## src/rtl/multicycle_controller_pkg.sv

```systemverilog
// Shared encodings for the multicycle ARM controller: FSM states, cmd codes,
// datapath mux selects, condition codes and the registered control bundle.
package multicycle_controller_pkg;

    typedef enum logic [3:0] {
        RST, FETCH, DECODE, MEMADR, MEMRD, MEMWB, MEMWR, EXECR, EXECI, ALUWB, BRANCH
    } stateT;

    localparam logic [3:0] CMD_AND = 4'b0000;
    localparam logic [3:0] CMD_SUB = 4'b0010;
    localparam logic [3:0] CMD_ADD = 4'b0100;
    localparam logic [3:0] CMD_CMP = 4'b1010;
    localparam logic [3:0] CMD_ORR = 4'b1100;

    localparam logic [1:0] ALU_ADD = 2'b00;
    localparam logic [1:0] ALU_SUB = 2'b01;
    localparam logic [1:0] ALU_AND = 2'b10;
    localparam logic [1:0] ALU_ORR = 2'b11;

    localparam logic [1:0] RES_ALUOUT = 2'b00;
    localparam logic [1:0] RES_DATA   = 2'b01;
    localparam logic [1:0] RES_ALU    = 2'b10;

    localparam logic [1:0] SRCB_REG  = 2'b00;
    localparam logic [1:0] SRCB_IMM  = 2'b01;
    localparam logic [1:0] SRCB_FOUR = 2'b10;

    localparam logic [1:0] IMM_DP  = 2'b00;
    localparam logic [1:0] IMM_MEM = 2'b01;
    localparam logic [1:0] IMM_BR  = 2'b10;

    localparam logic [1:0] OP_DP  = 2'b00;
    localparam logic [1:0] OP_MEM = 2'b01;
    localparam logic [1:0] OP_BR  = 2'b10;
    localparam logic [1:0] OP_NOP = 2'b11;

    localparam logic [3:0] COND_EQ = 4'b0000, COND_NE = 4'b0001, COND_CS = 4'b0010,
                           COND_CC = 4'b0011, COND_MI = 4'b0100, COND_PL = 4'b0101,
                           COND_VS = 4'b0110, COND_VC = 4'b0111, COND_HI = 4'b1000,
                           COND_LS = 4'b1001, COND_GE = 4'b1010, COND_LT = 4'b1011,
                           COND_GT = 4'b1100, COND_LE = 4'b1101, COND_AL = 4'b1110,
                           COND_NV = 4'b1111;

    typedef struct packed {
        logic       pcWrite;
        logic       adrSrc;
        logic       memW;
        logic       irWrite;
        logic       regW;
        logic [1:0] resultSrc;
        logic       aluSrcA;
        logic [1:0] aluSrcB;
        logic [1:0] immSrc;
        logic [1:0] regSrc;
        logic [1:0] aluControl;
    } ctrlT;

    function automatic logic [1:0] aluDecode(input logic [3:0] cmd);
        case (cmd)
            CMD_SUB, CMD_CMP: return ALU_SUB;
            CMD_AND:          return ALU_AND;
            CMD_ORR:          return ALU_ORR;
            default:          return ALU_ADD;
        endcase
    endfunction

endpackage

```

## src/rtl/cond_check.sv

```systemverilog
// Combinational ARM condition evaluation of cond against NZCV flags.
module cond_check
    import multicycle_controller_pkg::*;
(
    input  logic [3:0] cond,
    input  logic [3:0] flags,
    output logic       condEx
);
    logic n, z, c, v;
    assign {n, z, c, v} = flags;

    always_comb begin
        // NOTE: default assignment first so every path drives condEx -- no latch.
        condEx = 1'b0;
        case (cond)
            COND_EQ: condEx = z;
            COND_NE: condEx = ~z;
            COND_CS: condEx = c;
            COND_CC: condEx = ~c;
            COND_MI: condEx = n;
            COND_PL: condEx = ~n;
            COND_VS: condEx = v;
            COND_VC: condEx = ~v;
            COND_HI: condEx = c & ~z;
            COND_LS: condEx = ~c | z;
            COND_GE: condEx = (n == v);
            COND_LT: condEx = (n != v);
            COND_GT: condEx = ~z & (n == v);
            COND_LE: condEx = z | (n != v);
            COND_AL: condEx = 1'b1;
            default: condEx = 1'b0;
        endcase
    end
endmodule

```

## src/rtl/multicycle_controller.sv

```systemverilog
// Multicycle ARM control FSM with registered Moore outputs and internal NZCV.
// Optional macro MEM_READY_EN adds mem_ready stalls in FETCH, MEMRD and MEMWR.
module multicycle_controller
    import multicycle_controller_pkg::*;
#(
    parameter int FLAG_W   = 4,
    parameter int ALUCTL_W = 2
) (
    input  logic                clk,
    input  logic                rst_n,
`ifdef MEM_READY_EN
    input  logic                mem_ready,
`endif
    input  logic [3:0]          cond,
    input  logic [1:0]          op,
    input  logic [5:0]          funct,
    input  logic [3:0]          rd,
    input  logic [FLAG_W-1:0]   alu_flags,
    output logic                pc_write,
    output logic                adr_src,
    output logic                mem_w,
    output logic                ir_write,
    output logic                reg_w,
    output logic [1:0]          result_src,
    output logic                alu_src_a,
    output logic [1:0]          alu_src_b,
    output logic [1:0]          imm_src,
    output logic [1:0]          reg_src,
    output logic [ALUCTL_W-1:0] alu_control,
    output logic [FLAG_W-1:0]   flags_q
);
    stateT state, nextState;
    ctrlT  ctrlQ, ctrlD;
    logic  condEx, memReady, fetchGo;

    logic [3:0] cmd;
    logic       isCmp, setFlags, isArith, execState;

    assign cmd       = funct[4:1];
    assign isCmp     = (cmd == CMD_CMP);
    assign setFlags  = funct[0] | isCmp;
    assign isArith   = (cmd == CMD_ADD) | (cmd == CMD_SUB) | isCmp;
    assign execState = (state == EXECR) | (state == EXECI);

`ifdef MEM_READY_EN
    assign memReady = mem_ready;
`else
    assign memReady = 1'b1;
`endif

    cond_check u_cond_check (
        .cond   (cond),
        .flags  (flags_q[3:0]),
        .condEx (condEx)
    );

    always_comb begin
        nextState = state;
        case (state)
            RST:          nextState = FETCH;
            FETCH:        nextState = memReady ? DECODE : FETCH;
            DECODE: begin
                if (!condEx || op == OP_NOP) nextState = FETCH;
                else if (op == OP_MEM)       nextState = MEMADR;
                else if (op == OP_BR)        nextState = BRANCH;
                else                         nextState = funct[5] ? EXECI : EXECR;
            end
            MEMADR:       nextState = funct[0] ? MEMRD : MEMWR;
            MEMRD:        nextState = memReady ? MEMWB : MEMRD;
            MEMWR:        nextState = memReady ? FETCH : MEMWR;
            EXECR, EXECI: nextState = isCmp ? FETCH : ALUWB;
            MEMWB, ALUWB, BRANCH: nextState = FETCH;
            default:      nextState = RST;
        endcase
    end

    // Outputs are decoded for the state being entered, so they register in step with it.
    always_comb begin
        ctrlD = '0;
        case (nextState)
            FETCH: begin
                ctrlD.irWrite    = 1'b1;
                ctrlD.pcWrite    = 1'b1;
                ctrlD.aluSrcA    = 1'b1;
                ctrlD.aluSrcB    = SRCB_FOUR;
                ctrlD.aluControl = ALU_ADD;
                ctrlD.resultSrc  = RES_ALU;
            end
            DECODE: begin
                ctrlD.aluSrcA    = 1'b1;
                ctrlD.aluSrcB    = SRCB_FOUR;
                ctrlD.aluControl = ALU_ADD;
                ctrlD.resultSrc  = RES_ALU;
            end
            MEMADR: begin
                ctrlD.aluSrcB    = SRCB_IMM;
                ctrlD.immSrc     = IMM_MEM;
                ctrlD.aluControl = ALU_ADD;
            end
            MEMRD: ctrlD.adrSrc = 1'b1;
            MEMWB: begin
                ctrlD.regW      = 1'b1;
                ctrlD.resultSrc = RES_DATA;
                ctrlD.pcWrite   = (rd == 4'hF);
            end
            MEMWR: begin
                ctrlD.adrSrc = 1'b1;
                ctrlD.memW   = 1'b1;
                ctrlD.regSrc = 2'b10;
            end
            EXECR: begin
                ctrlD.aluSrcB    = SRCB_REG;
                ctrlD.aluControl = aluDecode(cmd);
            end
            EXECI: begin
                ctrlD.aluSrcB    = SRCB_IMM;
                ctrlD.immSrc     = IMM_DP;
                ctrlD.aluControl = aluDecode(cmd);
            end
            ALUWB: begin
                ctrlD.regW      = 1'b1;
                ctrlD.resultSrc = RES_ALUOUT;
                ctrlD.pcWrite   = (rd == 4'hF);
            end
            BRANCH: begin
                ctrlD.aluSrcA    = 1'b0;
                ctrlD.regSrc     = 2'b01;
                ctrlD.aluSrcB    = SRCB_IMM;
                ctrlD.immSrc     = IMM_BR;
                ctrlD.aluControl = ALU_ADD;
                ctrlD.resultSrc  = RES_ALU;
                ctrlD.pcWrite    = 1'b1;
            end
            default: ctrlD = '0;
        endcase
    end

    always_ff @(posedge clk or negedge rst_n) begin
        // NOTE: non-blocking assignments for all state so every register samples pre-edge values.
        if (!rst_n) begin
            state   <= RST;
            ctrlQ   <= '0;
            flags_q <= '0;
        end else begin
            state <= nextState;
            ctrlQ <= ctrlD;
            if (execState && setFlags) begin
                flags_q[3:2] <= alu_flags[3:2];
                if (isArith) flags_q[1:0] <= alu_flags[1:0];
            end
        end
    end

    // PC and IR loads only commit in the FETCH cycle where memory is ready.
    assign fetchGo     = (state != FETCH) | memReady;
    assign pc_write    = ctrlQ.pcWrite & fetchGo;
    assign ir_write    = ctrlQ.irWrite & fetchGo;
    assign adr_src     = ctrlQ.adrSrc;
    assign mem_w       = ctrlQ.memW;
    assign reg_w       = ctrlQ.regW;
    assign result_src  = ctrlQ.resultSrc;
    assign alu_src_a   = ctrlQ.aluSrcA;
    assign alu_src_b   = ctrlQ.aluSrcB;
    assign imm_src     = ctrlQ.immSrc;
    assign reg_src     = ctrlQ.regSrc;
    assign alu_control = ALUCTL_W'(ctrlQ.aluControl);

endmodule

```

## config.mk

```make
export PLATFORM = sky130hd
export DESIGN_NAME = multicycle_controller
export DESIGN_NICKNAME = d
export VERILOG_FILES = /design/src/rtl/multicycle_controller_pkg.sv /design/src/rtl/cond_check.sv /design/src/rtl/multicycle_controller.sv
export SDC_FILE = /design/constraint.sdc
export NUM_CORES = 1
export LEC_CHECK = 0
export BUFFER_PORTS_ARGS = -buffer_cell sky130_fd_sc_hd__buf_2
export CAP_MARGIN = 0
export CORE_UTILIZATION = 30
export CTS_CLUSTER_SIZE = 30
export DETAILED_ROUTE_END_ITERATION = 6
export MAX_ROUTING_LAYER = met4
export PLACE_DENSITY = 0.6
export SLEW_MARGIN = 20
export SYNTH_ARGS = -nofsm -noshare
export SYNTH_HDL_FRONTEND = slang
export SYNTH_SLANG_ARGS = --single-unit
export TNS_END_PERCENT = 20
```

## constraint.sdc

```tcl
create_clock -name clk -period 2.3 [get_ports clk]
set_input_delay 0.46 -clock clk [delete_from_list [all_inputs] [get_ports clk]]
set_output_delay 0.46 -clock clk [all_outputs]
set_load 0.02 [all_outputs]
```

==> metrics.txt, run 1 <==
total negative slack=0 ns; Antenna Nets Post-Route=0; Worst-Margin Slew=0.6172 ns; count leader, synth=dfrtp_1; commonest register cell after synthesis=dfrtp_1; Yosys cell types=54; Worst-Skew Late Latency=0.26 ns; R2R cell count=6; Synth Area per Inst=10.11 sq um; number of max-cap violations=0; most frequent cells after synthesis=dfrtp_1 (23), nand2_1 (12), nor2_1 (10), inv_1 (5); # setup viols final=0; Final Max Slew Viols=0; # port buffers=41; via count=1155; Final Skew=0.001715 ns; Hold Crit Class=primary input to async pin; Worst VDD drop=334.7 uV; vias in the first global route=1082; Post-Synth Simple-Gate Area=0.2393; synthesized area=1375 sq um; Syn Nets=158; DR WL/cell=12.01 microns; xor and xnor area share after synthesis=0.02457; Pwr Total=1916 uW; GRT Overall Usage=0.1318; Worst setup SP type=register; row count=24; Synth Instances=136; first-pass GRT wire length=4995 microns; Initial Utilization=0.3136; Die X=69.70 microns; Resize count post-CTS=0; critical path arrival=2.30 ns; post-synth top area share=0.4186; WS Path Type=register to register; RSZ-0062 raised after global routing=no; IO Pins=42; Clock Path Buffers=2; CP Capture Type=register; Die ar.=4858 sq um; RD Place Congestion=0.7982; final wirelength=2822 microns; drt drc=0; Non-Filler Instances=235; Worst slew margin=0.5875; compound-cell area share of the yosys netlist=0.2129; hpwl dp=2245 microns; Max Fclk=460.9 MHz; sequential-to-total area share from yosys stat=0.4186; DRT iter0 DRCs=39; leak pwr=0.0008051 uW; CTS tree=built; Vias per Instance=4.915; ANT cells=0; post-synthesis mux area share=0.05460; asr flop ratio synth=1.000; clock sink count=23; flops & latches, synth=23; Root Buffer=clkbuf_8; largest net degree at the start of global routing=24; CTS clock-pin slew for the worst setup and hold paths=0.07 ns; GR Overflow Total=0; Final Hold Viols=0; First-pass DRT Iterations=4; Post-synth EDFFs=0; Synth Area in Adders=0; # H-tree levels=1; CP required=2.43 ns; power density over cell area=1115 nW/um^2; cts bufs inserted=3; share of cells above drive strength 1=0.3880; placed insts=231; hold slack=0.1536 ns; Core ar.=4384 sq um; largest area contributor in the netlist=dfrtp_1; outcome=complete, no violations; Synth warnings=0; post-CTS setup buffers=0; Final Util=0.3921; Die Height=69.70 microns; Final #Nets=206; CP max FO=7; hold buffer count at CTS=0; area delta synth->final=25.02%; antenna violations before repair=0; Final Cycle Share=0.9434; combinational family with the most area after synthesis=simple AND/OR/NAND/NOR gates; Synth area leaders=dfrtp_1 (42%), mux2_2 (3.3%), nand2_1 (3.3%), nor2_1 (2.7%), mux2i_1 (2.2%); Min Clock Period, post-route=2.170 ns
-- final timing paths --
check,from,end,slack [ns]
max in group asynchronous,rst_n,flags_q[0],1.81
min in group clk,funct[0],mem_w,0.42
setup / recovery,flags_q[3],pc_write,0.13
hold / removal,rst_n,result_src[0],0.15
setup reg to reg,flags_q[3],pc_write,0.13
hold reg to reg,state[2],adr_src,0.61
-- power by group --
part	switching (uW)	leakage [uW]	internal [uW]
clock network	119	0.0000228	124
logic	571	0.000480	420
registers	137	0.000302	547
-- metrics by stage --
stage / cell area [sq um] / setup slack [ns]
2_1_floorplan: 1375 / 0.1516
3_3_place_gp: 1674 / -0.02761
3_5_place_dp: 1674 / -0.06117
4_1_cts: 1719 / 0.1244
5_1_grt: 1719 / 0.003288
6_report: 1719 / 0.1302
-- registers in the layout (all words and copies together), names as in the netlist --
signal and flops:
reg_src 1, mem_w 1, imm_src 2, alu_src_a 1
alu_src_b 2, state 4, reg_w 1, adr_src 1
ir_write 1, result_src 2, flags_q 4, pc_write 1
alu_control 2
-- logic make-up (layout without fill, tap and decap cells) --
logic type | count (synthesis) | after routing
mux | 7 | 7
compound gates | 33 | 33
simple gates | 56 | 56
flops | 23 | 23
buf+inv | 14 | 61
xor+xnor | 3 | 3
-- layout make-up --
| type | instances | area [sq um] |
|---|---|---|
| clock buffer | 4 | 45.04 |
| fill | 451 | 2665 |
| inverter | 6 | 22.52 |
| multi-input combinational | 99 | 730.7 |
| sequential | 23 | 575.6 |
| tap | 52 | 65.06 |
| timing repair buffer | 51 | 280.3 |
-- layout by cell type, fill, tap and decap left out, types with 3 or more instances in the layout --
master    instances
o21ai_0           3
nor2_1           10
clkbuf_8          3
nand2b_1          3
mux2i_1           3
a21oi_1           4
nand3_1           3
nor3_1            4
mux2_2            4
a211oi_1          3
and4_1            3
buf_2            41
dfrtp_1          23
buf_4            10
nand2_1          12
inv_1             5
-- metal layers --
| metal | track usage | vias to the layer above | routed length (microns) |
|---|---|---|---|
| met2 | 0.2050 | 18 | 1396 |
| met5 | - | - | 0 |
| met3 | 0.03052 | 4 | 83 |
| met1 | 0.1745 | 532 | 1315 |
| met4 | 0.03333 | 0 | 26 |
| li1 | - | 601 | - |
-- worst max-delay path, stage by stage, from the launching register on --
cell and delay (ns):
dfrtp_1 0.48, or4b_1 0.51, a311oi_2 0.29, a211oi_2 0.12, and4_1 0.24, o21ai_4 0.24, o221ai_1 0.15
Note: power is estimated with default switching activity, not from simulation.
==> run 2: changes to the inputs <==
--- a/config.mk
+++ b/config.mk
@@ -12,6 +12,8 @@
 export DETAILED_ROUTE_END_ITERATION = 6
 export MAX_ROUTING_LAYER = met4
 export PLACE_DENSITY = 0.6
+export SETUP_SLACK_MARGIN = 0.15
+export SKIP_CTS_REPAIR_TIMING = 1
 export SLEW_MARGIN = 20
 export SYNTH_ARGS = -nofsm -noshare
 export SYNTH_HDL_FRONTEND = slang
==> metrics.txt, run 2 (synthesis gave the netlist of run 1 again) <==
IO Pins=42 (unchanged); Worst-Skew Late Latency=0.26 ns (about the same); filler cell count=447 (was 451); Final Hold Viols=0 (unchanged); cts bufs inserted=3 (unchanged); Hold Crit Class=primary input to async pin (unchanged); Final #Nets=206 (unchanged); Initial Utilization=0.3136 (unchanged); met2 Use GR=0.2050 (unchanged); grt met3 use=0.03052 (unchanged); Clock Path Buffers=2 (unchanged); # setup viols final=0 (unchanged); CP required=2.46 ns (was 2.43 ns); # port buffers=41 (unchanged); finished layout cell area=1747 sq um (was 1719 sq um); most frequent cells in the layout=buf_2 (41), dfrtp_1 (21), nand2_1 (12), nor2_1 (10), buf_4 (10) (was buf_2 (41), dfrtp_1 (23), nand2_1 (12), nor2_1 (10), buf_4 (10)); RD Place Congestion=0.7982 (unchanged); Worst VDD drop=353.5 uV (was 334.7 uV); hold slack=0.1529 ns (was 0.1536 ns); RSZ-0062 raised after global routing=yes (was no); Worst setup SP type=register (unchanged); Worst slew margin=0.6118 (was 0.5875); area delta synth->final=27.02% (was 25.02%); hpwl dp=2245 microns (unchanged); clock sink count=23 (unchanged); Core ar.=4384 sq um (unchanged); Final Cycle Share=0.9281 (was 0.9434); met1 Use GR=0.1745 (unchanged); Worst-Margin Slew=0.5763 ns (was 0.6172 ns); critical path arrival=2.30 ns (about the same); GRT Overall Usage=0.1318 (unchanged); CTS clock-pin slew for the worst setup and hold paths=0.08 ns (was 0.07 ns); CTS tree=built (unchanged); share of cells above drive strength 1=0.4262 (was 0.3880); DRT iter0 DRCs=48 (was 39); CP max FO=5 (was 7); ANT cells=0 (unchanged); Antenna Nets Post-Route=0 (unchanged); WS Path Type=register to register (unchanged); CP Capture Type=register (unchanged); via count=1156 (was 1155); power density over cell area=1129 nW/um^2 (was 1115 nW/um^2); DR WL/cell=12.08 microns (was 12.01 microns); largest registers=flags_q x4, state x4 (unchanged); Root Buffer=clkbuf_8 (unchanged); # H-tree levels=1 (unchanged); first-pass GRT wire length=4995 microns (unchanged); most common cell after layout, fill and taps aside=buf_2 (unchanged); vias in the first global route=1082 (unchanged); Final Skew=0.003476 ns (was 0.001715 ns); number of max-cap violations=0 (unchanged); leak pwr=0.0008078 uW (was 0.0008051 uW); final wirelength=2838 microns (was 2822 microns); Pwr Total=1972 uW (was 1916 uW); GR Overflow Total=0 (unchanged); row count=24 (unchanged); First-pass DRT Iterations=4 (unchanged); Die X=69.70 microns (unchanged); Die ar.=4858 sq um (unchanged); Final Max Slew Viols=0 (unchanged); antenna violations before repair=0 (unchanged); largest net degree at the start of global routing=24 (unchanged); Vias per Instance=4.919 (was 4.915); drt drc=0 (unchanged); Die Height=69.70 microns (unchanged); Min Clock Period, post-route=2.135 ns (was 2.170 ns); area of the multi-input gates=755.7 sq um (was 730.7 sq um); FF/Latch Area=578.1 sq um (was 575.6 sq um); outcome=complete, no violations (unchanged); Placed Area=1674 sq um (unchanged); Top Usage Layer GRT=met2 (unchanged); Max Fclk=468.5 MHz (was 460.9 MHz)
## run 2: path summary, 6_finish.rpt
path | from | endpoint | slack (ns) | cells past startpoint
max | flags_q[0] | alu_control[1] | 0.17 | 6
min | rst_n | result_src[0] | 0.15 | 1
max reg2reg | flags_q[0] | alu_control[1] | 0.17 | 6
min reg2reg | state[2] | adr_src | 0.61 | 1
max in group asynchronous | rst_n | flags_q[0] | 1.78 | 1
min in group clk | funct[0] | mem_w | 0.41 | 2
## run 2: per-layer routing
layer / vias up / part of all wire
met5: - / 0
met4: 0 / 0.0092
met3: 4 / 0.032
met2: 21 / 0.50
met1: 530 / 0.46
li1: 601 / -
## run 2: stage by stage
step	util	setup TNS (ns)	worst slack [ns]	std cells
floorplan	-	0	0.1516	136
global placement	0.3818	-0.03666	-0.02761	231
detailed placement	0.3818	-0.1737	-0.06117	231
CTS	0.3921	0	0.1244	235
global route	0.3984	0	0.07298	235
finish	0.3984	0	0.1654	235
## run 2: worst max-delay path, stage by stage, from the launching register on
cell	delay, ns
dfrtp_2	0.45
or4b_4	0.52
a311oi_2	0.23
a211oi_2	0.12
a31oi_4	0.26
o211ai_1	0.16
a221oi_1	0.30
## run 2: where the power goes
part	internal (uW)	switching, uW
Clock	124	120
Sequential	550	140
Combinational	445	593
## run 2: cell type report
class,count,share of cell area
tap,52,0.03725
clock buffer,4,0.02579
inverter,6,0.01289
multi-input combinational,99,0.4327
sequential,23,0.3309
timing repair buffer,51,0.1605
==> run 3: changes to the inputs <==
--- a/config.mk
+++ b/config.mk
@@ -8,6 +8,7 @@
 export BUFFER_PORTS_ARGS = -buffer_cell sky130_fd_sc_hd__buf_2
 export CAP_MARGIN = 0
 export CORE_UTILIZATION = 30
+export CTS_BUF_LIST = sky130_fd_sc_hd__clkbuf_16
 export CTS_CLUSTER_SIZE = 30
 export DETAILED_ROUTE_END_ITERATION = 6
 export MAX_ROUTING_LAYER = met4
==> constraint.sdc (replaced) <==
create_clock -name clk -period 2.5 [get_ports clk]
set_input_delay 0.5 -clock clk [delete_from_list [all_inputs] [get_ports clk]]
set_output_delay 0.5 -clock clk [all_outputs]
set_load 0.02 [all_outputs]
==> metrics.txt, run 3 (synthesis gave the netlist of run 1 again) <==
power density over cell area=1092 nW/um^2 (was 1129 nW/um^2); met1 Use GR=0.1770 (was 0.1745); Min Clock Period, post-route=2.203 ns (was 2.135 ns); Die ar.=4858 sq um (unchanged); Worst VDD drop=422.3 uV (was 353.5 uV); Worst setup SP type=register (unchanged); largest net degree at the start of global routing=24 (unchanged); Antenna Nets Post-Route=0 (unchanged); CP Capture Type=register (unchanged); Final Skew=0.002610 ns (was 0.003476 ns); CP max FO=7 (was 5); grt met3 use=0.02180 (was 0.03052); Core ar.=4384 sq um (unchanged); Final Max Slew Viols=0 (unchanged); DRT iter0 DRCs=100 (was 48); met2 Use GR=0.2136 (was 0.2050); Max Fclk=454.0 MHz (was 468.5 MHz); reg2reg setup slack=0.30 ns (was 0.17 ns); ANT cells=0 (unchanged); first-pass GRT wire length=5064 microns (was 4995 microns); largest registers=flags_q x4, state x4 (unchanged); Worst-Margin Slew=0.5821 ns (was 0.5763 ns); GR Overflow Total=0 (unchanged); vias in the first global route=1056 (was 1082); hpwl dp=2163 microns (was 2245 microns); IO Pins=42 (unchanged); CP max stage delay=0.53 ns (was 0.52 ns); number of max-cap violations=0 (unchanged); most frequent cells in the layout=buf_2 (41), dfrtp_1 (22), nand2_1 (12), nor2_1 (10), inv_1 (5) (was buf_2 (41), dfrtp_1 (21), nand2_1 (12), nor2_1 (10), buf_4 (10)); First-pass DRT Iterations=4 (unchanged); leak pwr=0.0007796 uW (was 0.0008078 uW); RSZ-0062 raised after global routing=no (was yes); R2R cell count=6 (unchanged); Die Height=69.70 microns (unchanged); RD Place Congestion=0.7582 (was 0.7982); Clock Path Buffers=2 (unchanged); final wirelength=2908 microns (was 2838 microns); clock sink count=23 (unchanged); WS Path Type=register to register (unchanged); critical path arrival=2.32 ns (was 2.30 ns); Final Cycle Share=0.8811 (was 0.9281); CTS tree=built (unchanged); Reg-to-Reg Start=flags_q[0] (unchanged); # setup viols final=0 (unchanged); most common cell after layout, fill and taps aside=buf_2 (unchanged); CP Cell Sequence=or4b_1, a311oi_2, a211oi_2, and4_1, o21ai_4, o221ai_1 (was or4b_4, a311oi_2, a211oi_2, a31oi_4, o211ai_1, a221oi_1); Final Hold Viols=0 (unchanged); Top Usage Layer GRT=met2 (unchanged); share of cells above drive strength 1=0.3678 (was 0.4262); # port buffers=41 (unchanged); Hold Crit Class=primary input to async pin (unchanged); GRT Overall Usage=0.1343 (was 0.1318); slowest CP cell=or4b_1 (was or4b_4); row count=24 (unchanged); drt drc=0 (unchanged); Die X=69.70 microns (unchanged); Initial Utilization=0.3136 (unchanged); CP required=2.62 ns (was 2.46 ns); Pwr Total=1848 uW (was 1972 uW); Worst-Skew Late Latency=0.25 ns (was 0.26 ns); area delta synth->final=23.11% (was 27.02%); antenna violations before repair=0 (unchanged); CTS clock-pin slew for the worst setup and hold paths=0.06 ns (was 0.08 ns); Final #Nets=197 (was 206); Worst slew margin=0.6078 (was 0.6118); Root Buffer=clkbuf_16 (was clkbuf_8); total negative slack=0 ns (unchanged); DR WL/cell=12.87 microns (was 12.08 microns); # H-tree levels=1 (unchanged); cts bufs inserted=3 (unchanged); filler cell count=450 (was 447); Vias per Instance=5.040 (was 4.919); R2R Path End=pc_write (was alu_control[1]); outcome=complete, no violations (unchanged); via count=1139 (was 1156)
## run 3: cell type report
class                           instances  area, sq um  area share
Tap cell                               52        65.06     0.03843
Clock buffer                            3        75.07     0.04435
Inverter                                6        22.52     0.01330
Multi-Input combinational cell         99        735.7      0.4346
Timing Repair Buffer                   42        212.7      0.1256
Sequential cell                        23        576.8      0.3407
Clock inverter                          1        5.005    0.002956
## run 3: how the worst max path moves through the flow
stage / start / endpoint / slack (ns) / cells past startpoint
2_1_floorplan: flags_q[0] / pc_write / 0.35 / 6
3_3_place_gp: cond[2] / pc_write / 0.12 / 7
3_5_place_dp: cond[2] / pc_write / 0.09 / 7
4_1_cts: flags_q[0] / pc_write / 0.28 / 6
5_1_grt: flags_q[0] / alu_control[1] / 0.15 / 6
6_report: flags_q[0] / pc_write / 0.30 / 6
## run 3: critical path, delay by kind of cell, from the launching register on
family / cells / cell delay [ns]
compound gates: 4 / 0.82
flops: 1 / 0.47
simple gates: 2 / 0.78
## run 3: report_power, final
part	leakage [uW]	internal, uW	switching [uW]	total [uW]
combinational	0.000438	341	527	868
sequential	0.000301	505	133	638
clock	0.0000409	215	128	342
total	0.000780	1060	787	1850
## run 3: per-layer routing
metal | vias up | wire length, microns
met5 | - | 0
met1 | 525 | 1405
met2 | 22 | 1391
met3 | 5 | 78
li1 | 587 | -
met4 | 0 | 32
## run 3: per-stage QoR
stage	setup slack [ns]	instances	cell area, sq um	util	hold slack, ns
after floorplan	0.3516	136	1375	-	0.2044
after global placement	0.1191	222	1607	0.3664	0.4995
after detailed placement	0.09444	222	1607	0.3664	0.4967
after CTS	0.2782	226	1687	0.3847	0.2297
after global routing	0.1517	226	1693	0.3861	0.2528
final	0.2972	226	1693	0.3861	0.2048
